$ cat src/rtl/running_average_win.sv
// rtl/running_average_win.sv - valid-qualified moving average over the last 2^k samples, k selectable at run time
// Optional round-half-up of the average when RUNAVG_ROUND_EN is defined; truncation otherwise.
module running_average_win #(
    parameter int DATA_W   = 32,
    parameter int MAX_LOG2 = 4
) (
    input  logic                             clk,
    input  logic                             reset,
    input  logic                             clear_i,
    input  logic [$clog2(MAX_LOG2+1)-1:0]    win_log2_i,
    input  logic                             valid_i,
    input  logic [DATA_W-1:0]                data_i,
    output logic                             valid_o,
    output logic [DATA_W-1:0]                average_o,
    output logic                             full_o
);
    localparam int K_W   = $clog2(MAX_LOG2 + 1);
    localparam int ACC_W = DATA_W + MAX_LOG2;
    localparam int CNT_W = MAX_LOG2 + 1;
    localparam int PTR_W = MAX_LOG2;
    localparam int DEPTH = 1 << MAX_LOG2;

    logic [DATA_W-1:0] mem_q [DEPTH];

    logic [ACC_W-1:0]  sum_q,   sum_d;
    logic [PTR_W-1:0]  ptr_q,   ptr_d;
    logic [CNT_W-1:0]  cnt_q,   cnt_d;
    logic [K_W-1:0]    k_q,     k_d;
    logic              init_q,  init_d;
    logic              valid_q, valid_d;
    logic [DATA_W-1:0] avg_q,   avg_d;
    logic              full_q,  full_d;

    logic [K_W-1:0]    k_clamp;
    logic [K_W-1:0]    k_eff;
    logic [CNT_W-1:0]  win_size;
    logic [PTR_W-1:0]  ptr_mask;
    logic [DATA_W-1:0] oldest;
    logic [ACC_W-1:0]  sum_next;
    logic [CNT_W-1:0]  cnt_next;
    logic [DATA_W-1:0] avg_next;
`ifdef RUNAVG_ROUND_EN
    logic [ACC_W:0]    rnd_sum;
    logic [ACC_W:0]    rnd_half;
`endif

    always_comb begin
        k_clamp  = (win_log2_i > K_W'(MAX_LOG2)) ? K_W'(MAX_LOG2) : win_log2_i;
        // Window size is only sampled on the first clock after reset and on clear
        k_eff    = (init_q || clear_i) ? k_clamp : k_q;
        win_size = CNT_W'(1) << k_eff;
        ptr_mask = PTR_W'(win_size - CNT_W'(1));
        oldest   = (cnt_q == win_size) ? mem_q[ptr_q] : '0;
        sum_next = sum_q + ACC_W'(data_i) - ACC_W'(oldest);
        cnt_next = (cnt_q == win_size) ? cnt_q : cnt_q + CNT_W'(1);
`ifdef RUNAVG_ROUND_EN
        rnd_half = (k_eff == '0) ? '0 : ((ACC_W+1)'(1) << (k_eff - K_W'(1)));
        rnd_sum  = {1'b0, sum_next} + rnd_half;
        avg_next = DATA_W'(rnd_sum >> k_eff);
`else
        avg_next = DATA_W'(sum_next >> k_eff);
`endif

        sum_d   = sum_q;
        ptr_d   = ptr_q;
        cnt_d   = cnt_q;
        k_d     = k_eff;
        init_d  = 1'b0;
        valid_d = 1'b0;
        avg_d   = avg_q;
        full_d  = full_q;

        if (clear_i) begin
            sum_d  = '0;
            ptr_d  = '0;
            cnt_d  = '0;
            avg_d  = '0;
            full_d = 1'b0;
        end else if (valid_i) begin
            sum_d   = sum_next;
            ptr_d   = (ptr_q + PTR_W'(1)) & ptr_mask;
            cnt_d   = cnt_next;
            avg_d   = avg_next;
            full_d  = (cnt_next == win_size);
            valid_d = 1'b1;
        end
    end

    always_ff @(posedge clk or posedge reset) begin
        if (reset) begin
            sum_q   <= '0;
            ptr_q   <= '0;
            cnt_q   <= '0;
            k_q     <= '0;
            init_q  <= 1'b1;
            valid_q <= 1'b0;
            avg_q   <= '0;
            full_q  <= 1'b0;
        end else begin
            sum_q   <= sum_d;
            ptr_q   <= ptr_d;
            cnt_q   <= cnt_d;
            k_q     <= k_d;
            init_q  <= init_d;
            valid_q <= valid_d;
            avg_q   <= avg_d;
            full_q  <= full_d;
        end
    end

    // Sample RAM: the oldest slot is read combinationally above before this write lands
    always_ff @(posedge clk) begin
        if (valid_i && !clear_i) begin
            mem_q[ptr_q] <= data_i;
        end
    end

    assign valid_o   = valid_q;
    assign average_o = avg_q;
    assign full_o    = full_q;

endmodule

$ cat config.mk
export PLATFORM = sky130hd
export DESIGN_NAME = running_average_win
export DESIGN_NICKNAME = d
export VERILOG_FILES = /design/src/rtl/running_average_win.sv
export SDC_FILE = /design/constraint.sdc
export NUM_CORES = 1
export LEC_CHECK = 0
export CORE_ASPECT_RATIO = 0.7
export CORE_MARGIN = 1.5
export CORE_UTILIZATION = 46
export DETAILED_ROUTE_END_ITERATION = 7
export MAX_ROUTING_LAYER = met4
export PLACE_DENSITY = 0.62
export SETUP_SLACK_MARGIN = 0.5
export SLEW_MARGIN = 20
export SYNTH_ARGS = -nofsm -noshare
export SYNTH_HDL_FRONTEND = slang
export SYNTH_SLANG_ARGS = --single-unit
$ cat constraint.sdc
create_clock -name clk -period 9.5 [get_ports clk]
set_input_delay 1.425 -clock clk [delete_from_list [all_inputs] [get_ports clk]]
set_output_delay 1.425 -clock clk [all_outputs]
set_load 0.02 [all_outputs]
# ---- Word-level counts from Yosys, hierarchy flattened
# Memories as Yosys holds them, arrays and structs flattened.
# Index checks and enable logic that the tools add are counted.
dict set report classes {
  n_addsub 5
  order_cmp 1
  eq_ne 2
  shifts 2
  muxes 18
  bitwise_logic 1
  reduce_logical 4
}
# operator count
set ops {}
lappend ops {{32-bit two-way mux} 3}
lappend ops {{36-bit two-way mux} 2}
lappend ops {{36-bit by 32-bit adder with 36-bit output} 1}
lappend ops {{36-bit by 3-bit >> shifter with 32-bit output} 1}
lappend ops {{36-bit by 32-bit subtractor with 36-bit output} 1}
lappend ops {{5-bit two-way mux} 3}
lappend ops {{5-bit equality test} 2}
lappend ops {{4-bit two-way mux} 2}
lappend ops {{1-bit two-way mux} 6}
lappend ops {{3-bit two-way mux} 2}
lappend ops {{5-bit by 1-bit adder with 5-bit output, second input constant} 1}
lappend ops {{1-bit by 3-bit left shift with 5-bit output, first input constant} 1}
lappend ops {{4-bit by 1-bit adder with 4-bit output, second input constant} 1}
lappend ops {{4-bit bitwise AND} 1}
lappend ops {{4-bit by 1-bit subtractor with 4-bit output, second input constant} 1}
lappend ops {{3-bit > comparator, second input constant} 1}
lappend ops {{2-bit nonzero test} 1}
lappend ops {{1-bit logical AND} 1}
lappend ops {{1-bit zero test} 1}
lappend ops {{1-bit logical OR} 1}
dict set report word_totals {
  register_bits 83
  ramBits 512
  inputBits 39
  output_inout_bits 34
  word_cells 42
  n_memories 1
}
# memory words word_bits rd rd_clocked_by_memory_dff wr line
set memory_table {}
lappend memory_table {mem_q 16 32 1 0 1 23} ;# logic [DATA_W-1:0] mem_q [DEPTH];

# ---- Logic depth before layout (Yosys ltp)
dict set report depth {
  depth_word 10
  mapped_depth 22
  depth_no_buf 20
}

# ---- Least setup slack after synthesis
# OpenSTA, ideal clock, no wires.
dict set report synth_timing {
  path_type {input-to-reg}
  start {input clear_i}
  end {register avg_q[24], in the netlist average_o[24]}
  setup_time_ns 0.126
  arrival_ns 6.161
  required_ns 9.374
  setup_slack_ns 3.214
  path_stages 20
  n_path_buf 3
  cell_sequence {buf_2 > nor2_8 > mux2i_2 > nand3_1 > o221a_2 > o2111ai_2 > clkbuf_1 > nor2b_1 > fa_1 > inv_1 > ha_1 > buf_2 > and4_1 > nand2b_4 > or3_4 > o211ai_4 > o21ai_1 > xnor2_1 > mux4_2 > a221o_1}
}
dict set report synth_via {
  elab_chain_len 9
  elab_cells_between_ends 10
  classes_between {add/sub (1); eq/ne (1); shift (2); mux (4); reduce/logical (2)}
}
# element line
set synth_lines {}
lappend synth_lines {{from (decl)} 9} ;# input logic clear_i,
lappend synth_lines {{1-bit logical OR} 50} ;# k_eff = (init_q || clear_i) ? k_clamp : k_q;
lappend synth_lines {{3-bit two-way mux} 50}
lappend synth_lines {{1-bit by 3-bit left shift with 5-bit output} 51} ;# win_size = CNT_W'(1) << k_eff;
lappend synth_lines {{5-bit equality test} 53} ;# oldest = (cnt_q == win_size) ? mem_q[ptr_q] : '0;
lappend synth_lines {{32-bit two-way mux} 53}
lappend synth_lines {{36-bit by 32-bit subtractor with 36-bit output} 54} ;# sum_next = sum_q + ACC_W'(data_i) - ACC_W'(oldest);
lappend synth_lines {{36-bit by 3-bit >> shifter with 32-bit output} 61} ;# avg_next = DATA_W'(sum_next >> k_eff);
lappend synth_lines {{32-bit two-way mux} 79} ;# end else if (valid_i) begin
lappend synth_lines {{32-bit two-way mux} 73} ;# if (clear_i) begin
lappend synth_lines {{to (signal assigned)} 106} ;# avg_q <= avg_d;
lappend synth_lines {{to (decl)} 31} ;# logic [DATA_W-1:0] avg_q, avg_d;
# Several ways; a longest one is shown, not always the timed one. The select of a mux whose other input is x is not followed.
# A chain may end at the register's enable or synchronous reset.

# ---- Worst setup path after layout
dict set report layout_timing {
  start {input win_log2_i[2]}
  end {register avg_q[20], in the netlist average_o[20]}
}
dict set report layout_via {
  elab_chain_len 10
}
# element line
set layout_lines {}
lappend layout_lines {{from (decl)} 10} ;# input logic [$clog2(MAX_LOG2+1)-1:0] win_log2_i,
lappend layout_lines {{3-bit > comparator} 48} ;# k_clamp = (win_log2_i > K_W'(MAX_LOG2)) ? K_W'(MAX_LOG2) : win_log2_i;
lappend layout_lines {{3-bit two-way mux *} 48}
lappend layout_lines {{3-bit two-way mux *} 50}
lappend layout_lines {{1-bit by 3-bit left shift with 5-bit output} 51}
lappend layout_lines {{5-bit equality test} 53}
lappend layout_lines {{32-bit two-way mux} 53}
lappend layout_lines {{36-bit by 32-bit subtractor with 36-bit output} 54}
lappend layout_lines {{36-bit by 3-bit >> shifter with 32-bit output *} 61}
lappend layout_lines {{32-bit two-way mux *} 79}
lappend layout_lines {{32-bit two-way mux *} 73}
# Every way passes the cells marked *; elsewhere a longest branch is shown, timed or not. The select of a mux whose other input is x is not followed.

==> flow_metrics.py <==
metrics = {
    "run_status": {
        "status": "complete, no violations",
    },
    "synthesis": {
        "syn_area_per_cell_um2": 15.6,
        "yosysTopAreaCell": "edfxtp_1",
        "yosys_register_bits": 595,
        "synthAdderAreaFrac_pct": 4.18,
        "synth_top_family_by_area": "multiplexers",
        "synthMuxAreaShare_pct": 15.6,
        "synthCells": 1789,
        "synthFlopType": "edfxtp_1",
        "yosysWarnings": 0,
        "synth-async-reset-ratio_pct": 13.9,
        "ys_seq_area_share_pct": 62.6,
        "synth_top_area_share_pct": 55.2,
        "synth_area_um2": 27900,
        "synth_compound_area_share_pct": 6.43,
        "synth-xor-area-share_pct": 1.13,
        "synth_edf_count": 512,
        "synth_nets": 1902,
        "ys_top_cells_by_area": "edfxtp_1, mux4_2, dfrtp_1",
        "ys_types": 97,
        "yosys.area_share.simple_pct": 6.60,
    },
    "pwr": {
        "comb_power_share_pct": 38.9,
        "p_sw_share_pct": 37.1,
        "p_total_mw": 8.46,
        "p_seq_share_pct": 35.8,
        "p_int_mw": 5.33,
        "p_switching_mw": 3.14,
        "powerDensity_nw_per_um2": 270,
        "cellLeakagePower_nw": 10.7,
        "ir_worst_vdd_uv": 148,
        "pwr-share-clk_pct": 25.3,
    },
    "layout": {
        "nets": 1964,
        "drive_gt1_share_pct": 17.9,
        "fill_cells": 4995,
        "final_cell_mix": "edfxtp_1, mux4_2, inv_1",
        "area_growth_pct": 12.4,
        "final_common_cell": "edfxtp_1",
    },
    "clocking": {
        "htree_levels": 2,
        "cts_setup_buffers": 0,
        "clock_latency_ns": 0.63,
        "root_buffer": "clkbuf_16",
        "post_cts_resized": 0,
        "cts_tree": "built",
        "ctsLongestPathBuffers": 3,
        "path_clk_slew_ns": 0.07,
        "cts_made_buffers": 56,
        "hold_buffers": 0,
        "cts_sinks": 595,
    },
    "routing": {
        "dr_total_vias": 15994,
        "firstDrtPassIters": 6,
        "viasPerCell": 5.90,
        "routed_wl_um": 69500,
        "avgRoutedWirePerCell_um": 25.6,
        "drtIter0Drc": 1665,
        "drtAntennaViolNets": 0,
        "drc": 0,
    },
    "worst_hold_path": {
        "worstHoldPathCells": 2,
        "hp-class": "flop to flop",
    },
    "worst_setup_path": {
        "critical_path_class": "primary input to flop",
        "worst_ep_required_time_ns": 10.03,
        "r2r_cells": 16,
        "ff2ff_setup_slack_ns": 2.78,
        "cp_max_fo": 41,
        "cp.arrival_ns": 7.82,
        "worstReg2RegStart": "ptr_q[0]",
        "crit_end": "average_o[20]",
        "end_kind": "flop",
        "r2r_end": "average_o[20]",
        "start_kind": "primary input",
        "worstSetupStartpoint": "win_log2_i[2]",
    },
    "grt": {
        "antenna_found_initial": 2,
        "grt_first_pass_wirelength_um": 105000,
        "grt_pass1_vias": 16054,
        "grt_overflow": 0,
        "grt_start_max_net_pins": 119,
        "grt_usage_pct": 23.5,
    },
    "flow_run": {
        "cap_violations": 0,
    },
    "floorplan": {
        "core_area_um2": 59900,
        "io_pins": 73,
        "die_area_um2": 62100,
        "start_util_pct": 46.5,
        "num_rows": 75,
        "die_h_um": 209,
        "die_w_um": 297,
    },
    "sta": {
        "worst_pin_slew_ns": 0.963,
        "tns_ns": 0,
        "finalMaxSlewViolations": 0,
        "finalHoldViolations": 0,
        "relSlewSlack_pct": 35.8,
        "finalSetupViolations": 0,
        "timing.final.crit_period_ns": 7.29,
        "fmax_ghz": 0.137,
        "hold_slack_ns": 0.490,
        "period_share_pct": 76.7,
        "finClkSkew_ns": 0.0271,
        "grt_setup_unrepaired": "no",
    },
    "placement": {
        "port_buffers": 72,
        "post-dp-hpwl_um": 42000,
        "gp_congestion": 0.931,
    },
}
-- power by group through the flow --
stage | clock network [mW] | logic, mW | registers, mW
after global routing | 2.29 | 3.61 | 3.04
after floorplan | 0 | 2.23 | 3.11
final | 2.14 | 3.29 | 3.03
after global placement | 0 | 3.25 | 3.08
after detailed placement | 0 | 3.24 | 3.08
after CTS | 2.19 | 3.25 | 3.03
-- sequential cells by signal, indices dropped and copies added, names as in the netlist --
name / flops
mem_q: 512
init_q: 1
cnt_q: 5
valid_o: 1
full_o: 1
average_o: 32
ptr_q: 4
sum_q: 36
k_q: 3
-- worst min path at each step --
| stage | from | end |
|---|---|---|
| after global placement | full_o | full_o |
| final | full_o | full_o |
| after detailed placement | full_o | full_o |
| after global routing | full_o | full_o |
| after CTS | full_o | full_o |
| after floorplan | sum_q[0] | sum_q[0] |
-- cell usage after synthesis, drive strengths merged (8+ instances only) --
master  instances
nor3           24
xor2           16
a211oi         25
a21o           10
edfxtp        512
nor3b           9
nand2          86
mux2            8
o21ai          43
ha             42
nand4          12
clkbuf         65
nand3          16
nor2b          39
inv           149
o21bai         10
and3            8
buf            31
o211ai         14
dfrtp          82
a21oi          63
xnor2          20
fa             32
a311oi          8
mux4          163
o221ai         11
nor2          116
nand2b         14
nand3b          8
mux2i          56
-- per-layer routing --
layer | track usage [%] | up-vias | wire, µm
li1 | - | 7005 | -
met1 | 34.1 | 8415 | 31700
met2 | 35.6 | 500 | 32600
met3 | 3.73 | 74 | 4140
met4 | 4.24 | 0 | 993
met5 | - | - | 0
-- cell type report --
class / instances / area, µm² / share of cell area, %
clock inverters: 31 / 234 / 0.747
diodes: 2 / 5.00 / 0.0160
multi-input cells: 947 / 9590 / 30.6
clock buffers: 75 / 1490 / 4.76
repair buffers: 100 / 968 / 3.09
flip-flops and latches: 595 / 17500 / 55.7
inverters: 151 / 569 / 1.82
well taps: 808 / 1010 / 3.23
-- per-stage QoR --
stage	instances	utilization, %	cell area (µm²)	setup slack, ns
after floorplan	1789	-	27900	3.21
after global placement	2600	49.4	29600	1.51
after detailed placement	2600	49.4	29600	1.45
after CTS	2706	52.3	31300	2.10
after global routing	2709	52.3	31300	1.85
final	2709	52.3	31300	2.21
-- critical path, cell delays in order --
cell	delay [ns]
clkdlybuf4s50_1	0.52
nor2b_1	0.09
mux2i_4	0.66
clkinv_2	0.28
buf_4	0.36
nand2_1	0.24
o2bb2ai_1	0.14
o2111ai_4	0.20
buf_16	0.23
nor2b_1	0.07
fa_1	0.48
inv_1	0.05
ha_1	0.35
o21ai_1	0.15
a211oi_1	0.59
a21oi_1	0.34
o2111a_1	0.32
a211oi_1	0.52
nand2_1	0.16
a2bb2oi_1	0.29
o22ai_1	0.17
nor3_2	0.17
-- kinds of logic (layout without fill, tap and decap cells) --
family / Yosys count / after routing
xor gates and xnor gates: 36 / 36
and+or+nand+nor: 360 / 360
AOI/OAI and AO/OA: 249 / 249
adders and majority gates: 74 / 74
DFF: 595 / 595
muxes: 227 / 227
buffers and inverters: 247 / 357
other: 1 / 3
No activity file was read; power rests on OpenSTA's default activity.
